`config.mk`:
```
export PLATFORM = sky130hd
export DESIGN_NAME = ibex_core_sleep_ctrl
export DESIGN_NICKNAME = d
export VERILOG_FILES = /design/src/rtl/ibex_core_sleep_ctrl.sv
export SDC_FILE = /design/constraint.sdc
export NUM_CORES = 1
export LEC_CHECK = 0
export CORE_AREA = 2 2 39 41
export CTS_BUF_LIST = sky130_fd_sc_hd__clkbuf_8
export CTS_CLUSTER_DIAMETER = 80
export DETAILED_ROUTE_END_ITERATION = 10
export DIE_AREA = 0 0 41 43
export HOLD_SLACK_MARGIN = 0.06
export PLACE_DENSITY = 0.54
export SYNTH_ARGS = -nofsm -noshare
export SYNTH_HDL_FRONTEND = slang
export SYNTH_SLANG_ARGS = --single-unit
export TNS_END_PERCENT = 100
```
`constraint.sdc`:
```
create_clock -name clk_i -period 1.8 [get_ports clk_i]
set_input_delay 0.36 -clock clk_i [delete_from_list [all_inputs] [get_ports clk_i]]
set_output_delay 0.36 -clock clk_i [all_outputs]
set_load 0.01 [all_outputs]
```
`src/rtl/ibex_core_sleep_ctrl.sv`:
```
// rtl/ibex_core_sleep_ctrl.sv - idle-hold sleep controller gating the core clock
module ibex_core_sleep_ctrl #(
    parameter bit          SecureIbex     = 1'b0,
    parameter int unsigned IdleHoldCycles = 4
) (
    input  logic       clk_i,
    input  logic       rst_i,
    input  logic [3:0] core_busy_i,
    input  logic       sleep_allow_i,
    input  logic       wake_req_i,
    output logic       clock_en_o,
    output logic       core_sleep_o,
    output logic       busy_err_o
);

    localparam logic [3:0] IbexMuBiOn  = 4'b0101;
    localparam logic [3:0] IbexMuBiOff = 4'b1010;

    localparam int unsigned CntW = (IdleHoldCycles == 0) ? 1 : $clog2(IdleHoldCycles + 1);
    localparam logic [CntW-1:0] CntLoad =
        (IdleHoldCycles == 0) ? '0 : CntW'(IdleHoldCycles - 1);

    typedef enum logic [1:0] {
        ACTIVE = 2'd0,
        DRAIN  = 2'd1,
        SLEEP  = 2'd2,
        WAKE   = 2'd3
    } state_e;

    state_e          state_q, state_d;
    logic [CntW-1:0] cnt_q, cnt_d;
    logic            busy_err_q, busy_err_d;

    logic busy_on;
    logic busy_off;
    logic busy_invalid;
    logic sleep_cond;

    // Only the exact Off encoding counts as idle; anything else keeps the core awake.
    assign busy_on      = (core_busy_i == IbexMuBiOn);
    assign busy_off     = (core_busy_i == IbexMuBiOff);
    assign busy_invalid = ~busy_on & ~busy_off;
    assign sleep_cond   = busy_off & sleep_allow_i & ~wake_req_i;

    always_comb begin
        state_d = state_q;
        cnt_d   = cnt_q;
        unique case (state_q)
            ACTIVE: begin
                if (sleep_cond) begin
                    if (IdleHoldCycles == 0) begin
                        state_d = SLEEP;
                    end else begin
                        state_d = DRAIN;
                        cnt_d   = CntLoad;
                    end
                end
            end
            DRAIN: begin
                // Abort is checked before expiry so a late wake never lands in SLEEP.
                if (!sleep_cond) begin
                    state_d = ACTIVE;
                    cnt_d   = '0;
                end else if (cnt_q == '0) begin
                    state_d = SLEEP;
                end else begin
                    cnt_d = cnt_q - CntW'(1);
                end
            end
            SLEEP: begin
                if (wake_req_i || !busy_off) begin
                    state_d = WAKE;
                end
            end
            WAKE: begin
                state_d = ACTIVE;
            end
            default: begin
                state_d = ACTIVE;
                cnt_d   = '0;
            end
        endcase
    end

    always_comb begin
        busy_err_d = busy_invalid;
        if (SecureIbex) begin
            busy_err_d = busy_err_q | busy_invalid;
        end
    end

    always_ff @(posedge clk_i) begin
        if (rst_i) begin
            state_q    <= ACTIVE;
            cnt_q      <= '0;
            busy_err_q <= 1'b0;
        end else begin
            state_q    <= state_d;
            cnt_q      <= cnt_d;
            busy_err_q <= busy_err_d;
        end
    end

    assign clock_en_o   = (state_q != SLEEP);
    assign core_sleep_o = (state_q == SLEEP);
    assign busy_err_o   = busy_err_q;

endmodule
```
==> metrics.txt, run 1 <==
clk sinks 6; gp weighted congestion 0.673; cell chain of the critical path clkdlybuf4s50_1 -> and4bb_4 -> and3_4 -> a311o_1 -> a221oi_2; Top FF cell, synth dfxtp_1; cells after synthesis 44; Crit. End Element register; Worst EP required 1.94 ns; WL final 820 um; final worst setup slack 0.102 ns; H-tree levels 1; IO Count 11; syn_area_per_cell 8.36 um^2; Ys Warns 0; layout cells sized above 1 19.3%; DRC Markers 0; Max Slew Vio Count 0; # diodes 0; Finish-stage setup viols 0; Initial DRC Count 13; skew final 0.00298 ns; Post-Place Setup Slack -0.130 ns; R2R depth 5; number of max-cap violations 0; Syn-to-layout area delta 44.6%; multi-input logic area 210 um^2; ys async rst share 0%; critical path arrival 1.84 ns; Tot GR Track Use 12.1%; initial antenna violation count 0; actual slew at the worst max-slew pin 0.277 ns; Hold Path Stages 2; Num CTS Buffers 3; Final ANT Viol Nets 0; Crit Path Class input pin to register; wire per inst 11.2 um; syn nets 54; Tcrit/Tclk final 94.3%; worst skew pair latency 0.22 ns; top cells by count, synth 6 x dfxtp_1, 6 x inv_1, 4 x a21oi_1, 4 x nand2_1, 3 x o21ai_0; chip width 41 um; CTS Root Buffer Type clkbuf_8; total gr overflow 0; Yosys reg bits 6; Max VDD drop 0.260 mV; area share of the leading cell type in the synthesized netlist 32.7%; Fillers 143; Hold Buf Count CTS 0; Worst Path Max Fanout 3; Pre-antenna DRT Iters 4; ranking of synthesized cells by area dfxtp_1 33%, ha_1 6.8%, inv_1 6.1%, a21oi_1 5.4%, and4bb_4 4.4%; mapped cell area 368 um^2; leakage power 0.192 nW; Finished Core Util 38.4%; register area 123 um^2; num rows 14; global-route wire length before repair 1.43 mm; Post-synth EDFFs 0; outcome finished, final reports clean; CTS tree built; Fin. Hold Viols 0; Initial Util 26.6%; max incr delay on CP 0.47 ns; number of port buffers 10; dpl hpwl 640 um; die area 0.00176 mm^2; pwr dens 716 mW/mm^2; vias 342; height of the die 43 um; DR vias/cell 4.68; unique cell type count in the Yosys netlist 22; number of global-route vias before repair 340; Critical-path top delay cell clkdlybuf4s50_1; Setup crit start kind input pin; relative slew slack 81.5%; RSZ-0062 raised after global routing false; Core Footprint 0.00138 mm^2; CTS max path bufs 2; largest area contributor in the netlist dfxtp_1; fmax 589 MHz; min-delay worst type register to register; final net count 69; share of the yosys chip area belonging to registers 32.7%; crit path time final 1.70 ns; clk slew on worst S/H paths 0.04 ns; largest net degree at the start of global routing 10
[power by group]
group	internal, mW	switching [mW]	leakage, nW	total [mW]
clock network	0.144	0.0627	0.0216	0.207
registers	0.136	0.000906	0.0498	0.137
logic	0.0236	0.0135	0.121	0.0371
total	0.304	0.0771	0.192	0.381
[repair_timing]
item	4_1_cts	5_1_grt
setup endpoints to repair	1	1
endpoints found under the hold margin	0	0
setup buffers	0	0
pin swaps	0	0
resized for setup	1	1
[cells in the final DEF, fill, tap and decap left out, types with 2 or more instances in the layout]
master and n:
clkdlybuf4s50_1 10, ha_1 2, nand3_1 2, buf_4 2
dfxtp_1 4, o21ai_0 3, nand2_1 4, nor2_1 2
a31oi_1 2, inv_1 6, clkbuf_8 3, dfxtp_2 2
a21oi_1 4
[cell families after synthesis]
group | count (synthesis) | synth area share [%]
buffers and inverters | 8 | 10.2
flip-flops | 6 | 32.7
AND/OR/NAND/NOR | 15 | 26.2
AO/OA/AOI/OAI | 13 | 24.1
adder cells (fa/ha/maj) | 2 | 6.80
[routing by layer]
metal | vias up | global-route usage, % | wire, um
li1 | 185 | - | -
met1 | 152 | 14.8 | 411
met2 | 5 | 17.5 | 370
met3 | 0 | 4.71 | 38
met4 | 0 | 6.00 | 0
met5 | - | 0 | 0
[worst max-delay path, delay by kind of cell]
family	cells	cell delay, ns
compound gates	2	0.60
buf+inv	1	0.47
simple gates	2	0.40
[per-stage QoR]
| stage | area (um^2) | cells | power, mW | TNS (ns) | hold WS, ns |
|---|---|---|---|---|---|
| detailed placement | 488 | 70 | 0.176 | -0.130 | 0.474 |
| global placement | 488 | 70 | 0.176 | -0.113 | 0.469 |
| floorplan | 368 | 44 | 0.152 | 0 | 0.426 |
| CTS | 531 | 73 | 0.388 | 0 | 0.479 |
| finish | 532 | 73 | 0.381 | 0 | 0.481 |
| global route | 532 | 73 | 0.396 | 0 | 0.513 |
[worst paths after layout]
path,startpoint,endpoint,slack (ns)
worst min register to register,cnt_q[1]$_SDFFE_PP0P_,cnt_q[1]$_SDFFE_PP0P_,0.48
worst min-delay path,cnt_q[1]$_SDFFE_PP0P_,cnt_q[1]$_SDFFE_PP0P_,0.48
worst max-delay path,core_busy_i[2],cnt_q[1]$_SDFFE_PP0P_,0.10
worst max register to register,cnt_q[0]$_SDFFE_PP0P_,cnt_q[1]$_SDFFE_PP0P_,0.24
[final cells by class]
cell class              instances  share of cell area (%)
flip-flops and latches          6                    23.1
well taps                      16                    3.76
clock buffers                   3                    7.76
repair buffers                 12                    21.6
inverters                       6                    4.24
multi-input cells              30                    39.5
(Power assumes the default switching activity.)
==> inputs of run 2 (changes only) <==
--- a/config.mk
+++ b/config.mk
@@ -5,11 +5,11 @@
 export SDC_FILE = /design/constraint.sdc
 export NUM_CORES = 1
 export LEC_CHECK = 0
-export CORE_AREA = 2 2 39 41
+export CORE_AREA = 10 10 47 49
 export CTS_BUF_LIST = sky130_fd_sc_hd__clkbuf_8
 export CTS_CLUSTER_DIAMETER = 80
 export DETAILED_ROUTE_END_ITERATION = 10
-export DIE_AREA = 0 0 41 43
+export DIE_AREA = 0 0 57 59
 export HOLD_SLACK_MARGIN = 0.06
 export PLACE_DENSITY = 0.54
 export SYNTH_ARGS = -nofsm -noshare
==> run 2 against run 1 <==
Against the previous run: sequential share of layout area is the same; sequential cell count did not move; clock power is essentially flat; wire length grew 6.6%; largest power group unchanged.
==> metrics.txt, run 2 (synthesis gave the netlist of run 1 again) <==
worst skew pair latency 0.23 ns (was 0.22 ns); grt peak-use layer met2 (unchanged); Num CTS Buffers 3 (unchanged); clk sinks 6 (unchanged); M3 GR Usage 3.00% (was 4.71%); CTS Root Buffer Type clkbuf_8 (unchanged); pwr dens 719 mW/mm^2 (was 716 mW/mm^2); Final Cell Area 532 um^2 (unchanged); Worst EP required 1.94 ns (about the same); skew final 0.000485 ns (was 0.00298 ns); total power 382 uW (was 381 uW); Crit. End Element register (unchanged); die area 0.00336 mm^2 (was 0.00176 mm^2); Core Footprint 0.00140 mm^2 (was 0.00138 mm^2); Tot GR Track Use 6.56% (was 12.1%); Pre-antenna DRT Iters 4 (unchanged); placed insts 70 (unchanged); actual slew at the worst max-slew pin 0.246 ns (was 0.277 ns); DR vias/cell 5.00 (was 4.68); layout cells sized above 1 19.3% (unchanged); critical path arrival 1.84 ns (about the same); Final ANT Viol Nets 0 (unchanged); Setup TNS Final 0 ns (unchanged); DRC Markers 0 (unchanged); global-route wire length before repair 1.67 mm (was 1.43 mm); Crit Path Class input pin to register (unchanged); most frequent cells in the layout 10 x clkdlybuf4s50_1, 6 x inv_1, 4 x a21oi_1, 4 x nand2_1, 4 x dfxtp_1 (unchanged); outcome finished, final reports clean (unchanged); Critical-path top delay cell clkdlybuf4s50_1 (unchanged); cell chain of the critical path clkdlybuf4s50_1 -> and4bb_4 -> and3_4 -> a311o_1 -> a221oi_2 (unchanged); Setup crit start kind input pin (unchanged); total gr overflow 0 (unchanged); min-delay worst type register to register (unchanged); number of max-cap violations 0 (unchanged); met2 Use GR 8.84% (was 17.5%); CTS max path bufs 2 (unchanged); dpl hpwl 659 um (was 640 um); fmax 590 MHz (was 589 MHz); Buf/Inv on CP 1 (unchanged); Max Slew Vio Count 0 (unchanged); Setup Fix Bufs, Post-CTS 0 (unchanged); dpl cell area 488 um^2 (unchanged); final non-filler cell total 73 (unchanged); relative slew slack 83.5% (was 81.5%); Finish-stage setup viols 0 (unchanged); height of the die 59 um (was 43 um); number of port buffers 10 (unchanged); wire per inst 12.0 um (was 11.2 um); clk slew on worst S/H paths 0.04 ns (about the same); vias 365 (was 342); leakage power 0.192 nW (unchanged); Max VDD drop 0.398 mV (was 0.260 mV); largest net degree at the start of global routing 10 (unchanged); post-cts repair resize count 1 (unchanged); gp weighted congestion 0.737 (was 0.673); Worst Path Max Fanout 3 (unchanged); kind of cell adding the most delay to the critical path compound AO/OA/AOI/OAI gates (unchanged); IO Count 11 (unchanged); WL final 874 um (was 820 um); final net count 69 (unchanged); met1 GRT Util 6.74% (was 14.8%); chip width 57 um (was 41 um); max incr delay on CP 0.47 ns (about the same); Hold Buf Count CTS 0 (unchanged); commonest non-fill, non-tap cell in the layout clkdlybuf4s50_1 (unchanged); num rows 14 (unchanged); Fin. Hold Viols 0 (unchanged); Finished Core Util 37.9% (was 38.4%); Syn-to-layout area delta 44.6% (unchanged); Initial Util 26.3% (was 26.6%); CTS tree built (unchanged); Tcrit/Tclk final 94.2% (was 94.3%); Initial DRC Count 4 (was 13); # diodes 0 (unchanged); initial antenna violation count 0 (unchanged); RSZ-0062 raised after global routing false (unchanged); crit path time final 1.70 ns (about the same); H-tree levels 1 (unchanged); number of global-route vias before repair 390 (was 340)
-- run 2: area by class of cell --
| class | instances | area (um^2) |
|---|---|---|
| fill | 159 | 870 |
| sequential | 6 | 123 |
| clock buffer | 3 | 41.3 |
| multi-input combinational | 30 | 210 |
| timing repair buffer | 12 | 115 |
| tap | 16 | 20.0 |
| inverter | 6 | 22.5 |
-- run 2: metal layers --
layer	share of wire [%]	wire length, um
met1	46	403
met2	41	359
met3	7.3	64
met4	5.4	47
met5	0	0
-- run 2: worst paths after layout --
check                        startpoint  depth (start not counted)               endpoint  slack [ns]
hold / removal    cnt_q[1]$_SDFFE_PP0P_                          2  cnt_q[1]$_SDFFE_PP0P_        0.47
setup reg to reg  cnt_q[0]$_SDFFE_PP0P_                          5  cnt_q[1]$_SDFFE_PP0P_        0.24
hold reg to reg   cnt_q[1]$_SDFFE_PP0P_                          2  cnt_q[1]$_SDFFE_PP0P_        0.47
setup / recovery         core_busy_i[2]                          5  cnt_q[1]$_SDFFE_PP0P_        0.10
-- run 2: power by group --
part           internal [mW]  switching, mW
logic                 0.0236         0.0129
clock network          0.144         0.0643
registers              0.136        0.00114
-- run 2: tightest hold or removal path: stages (launching register included) --
cell	delay, ns
dfxtp_1	0.29
inv_1	0.07
a221oi_2	0.06
-- run 2: metrics by stage --
stage | hold WS (ns) | setup slack [ns]
floorplan | 0.426 | 0.264
global placement | 0.470 | -0.112
detailed placement | 0.471 | -0.141
CTS | 0.476 | 0.0503
global route | 0.512 | 0.0158
finish | 0.473 | 0.104
==> inputs of run 3 (changes only) <==
--- a/config.mk
+++ b/config.mk
@@ -12,6 +12,7 @@
 export DIE_AREA = 0 0 57 59
 export HOLD_SLACK_MARGIN = 0.06
 export PLACE_DENSITY = 0.54
+export SKIP_CTS_REPAIR_TIMING = 1
 export SYNTH_ARGS = -nofsm -noshare
 export SYNTH_HDL_FRONTEND = slang
 export SYNTH_SLANG_ARGS = --single-unit
==> results of run 3 <==
The final DEF is identical to that of run 2; final timing and power are the same.
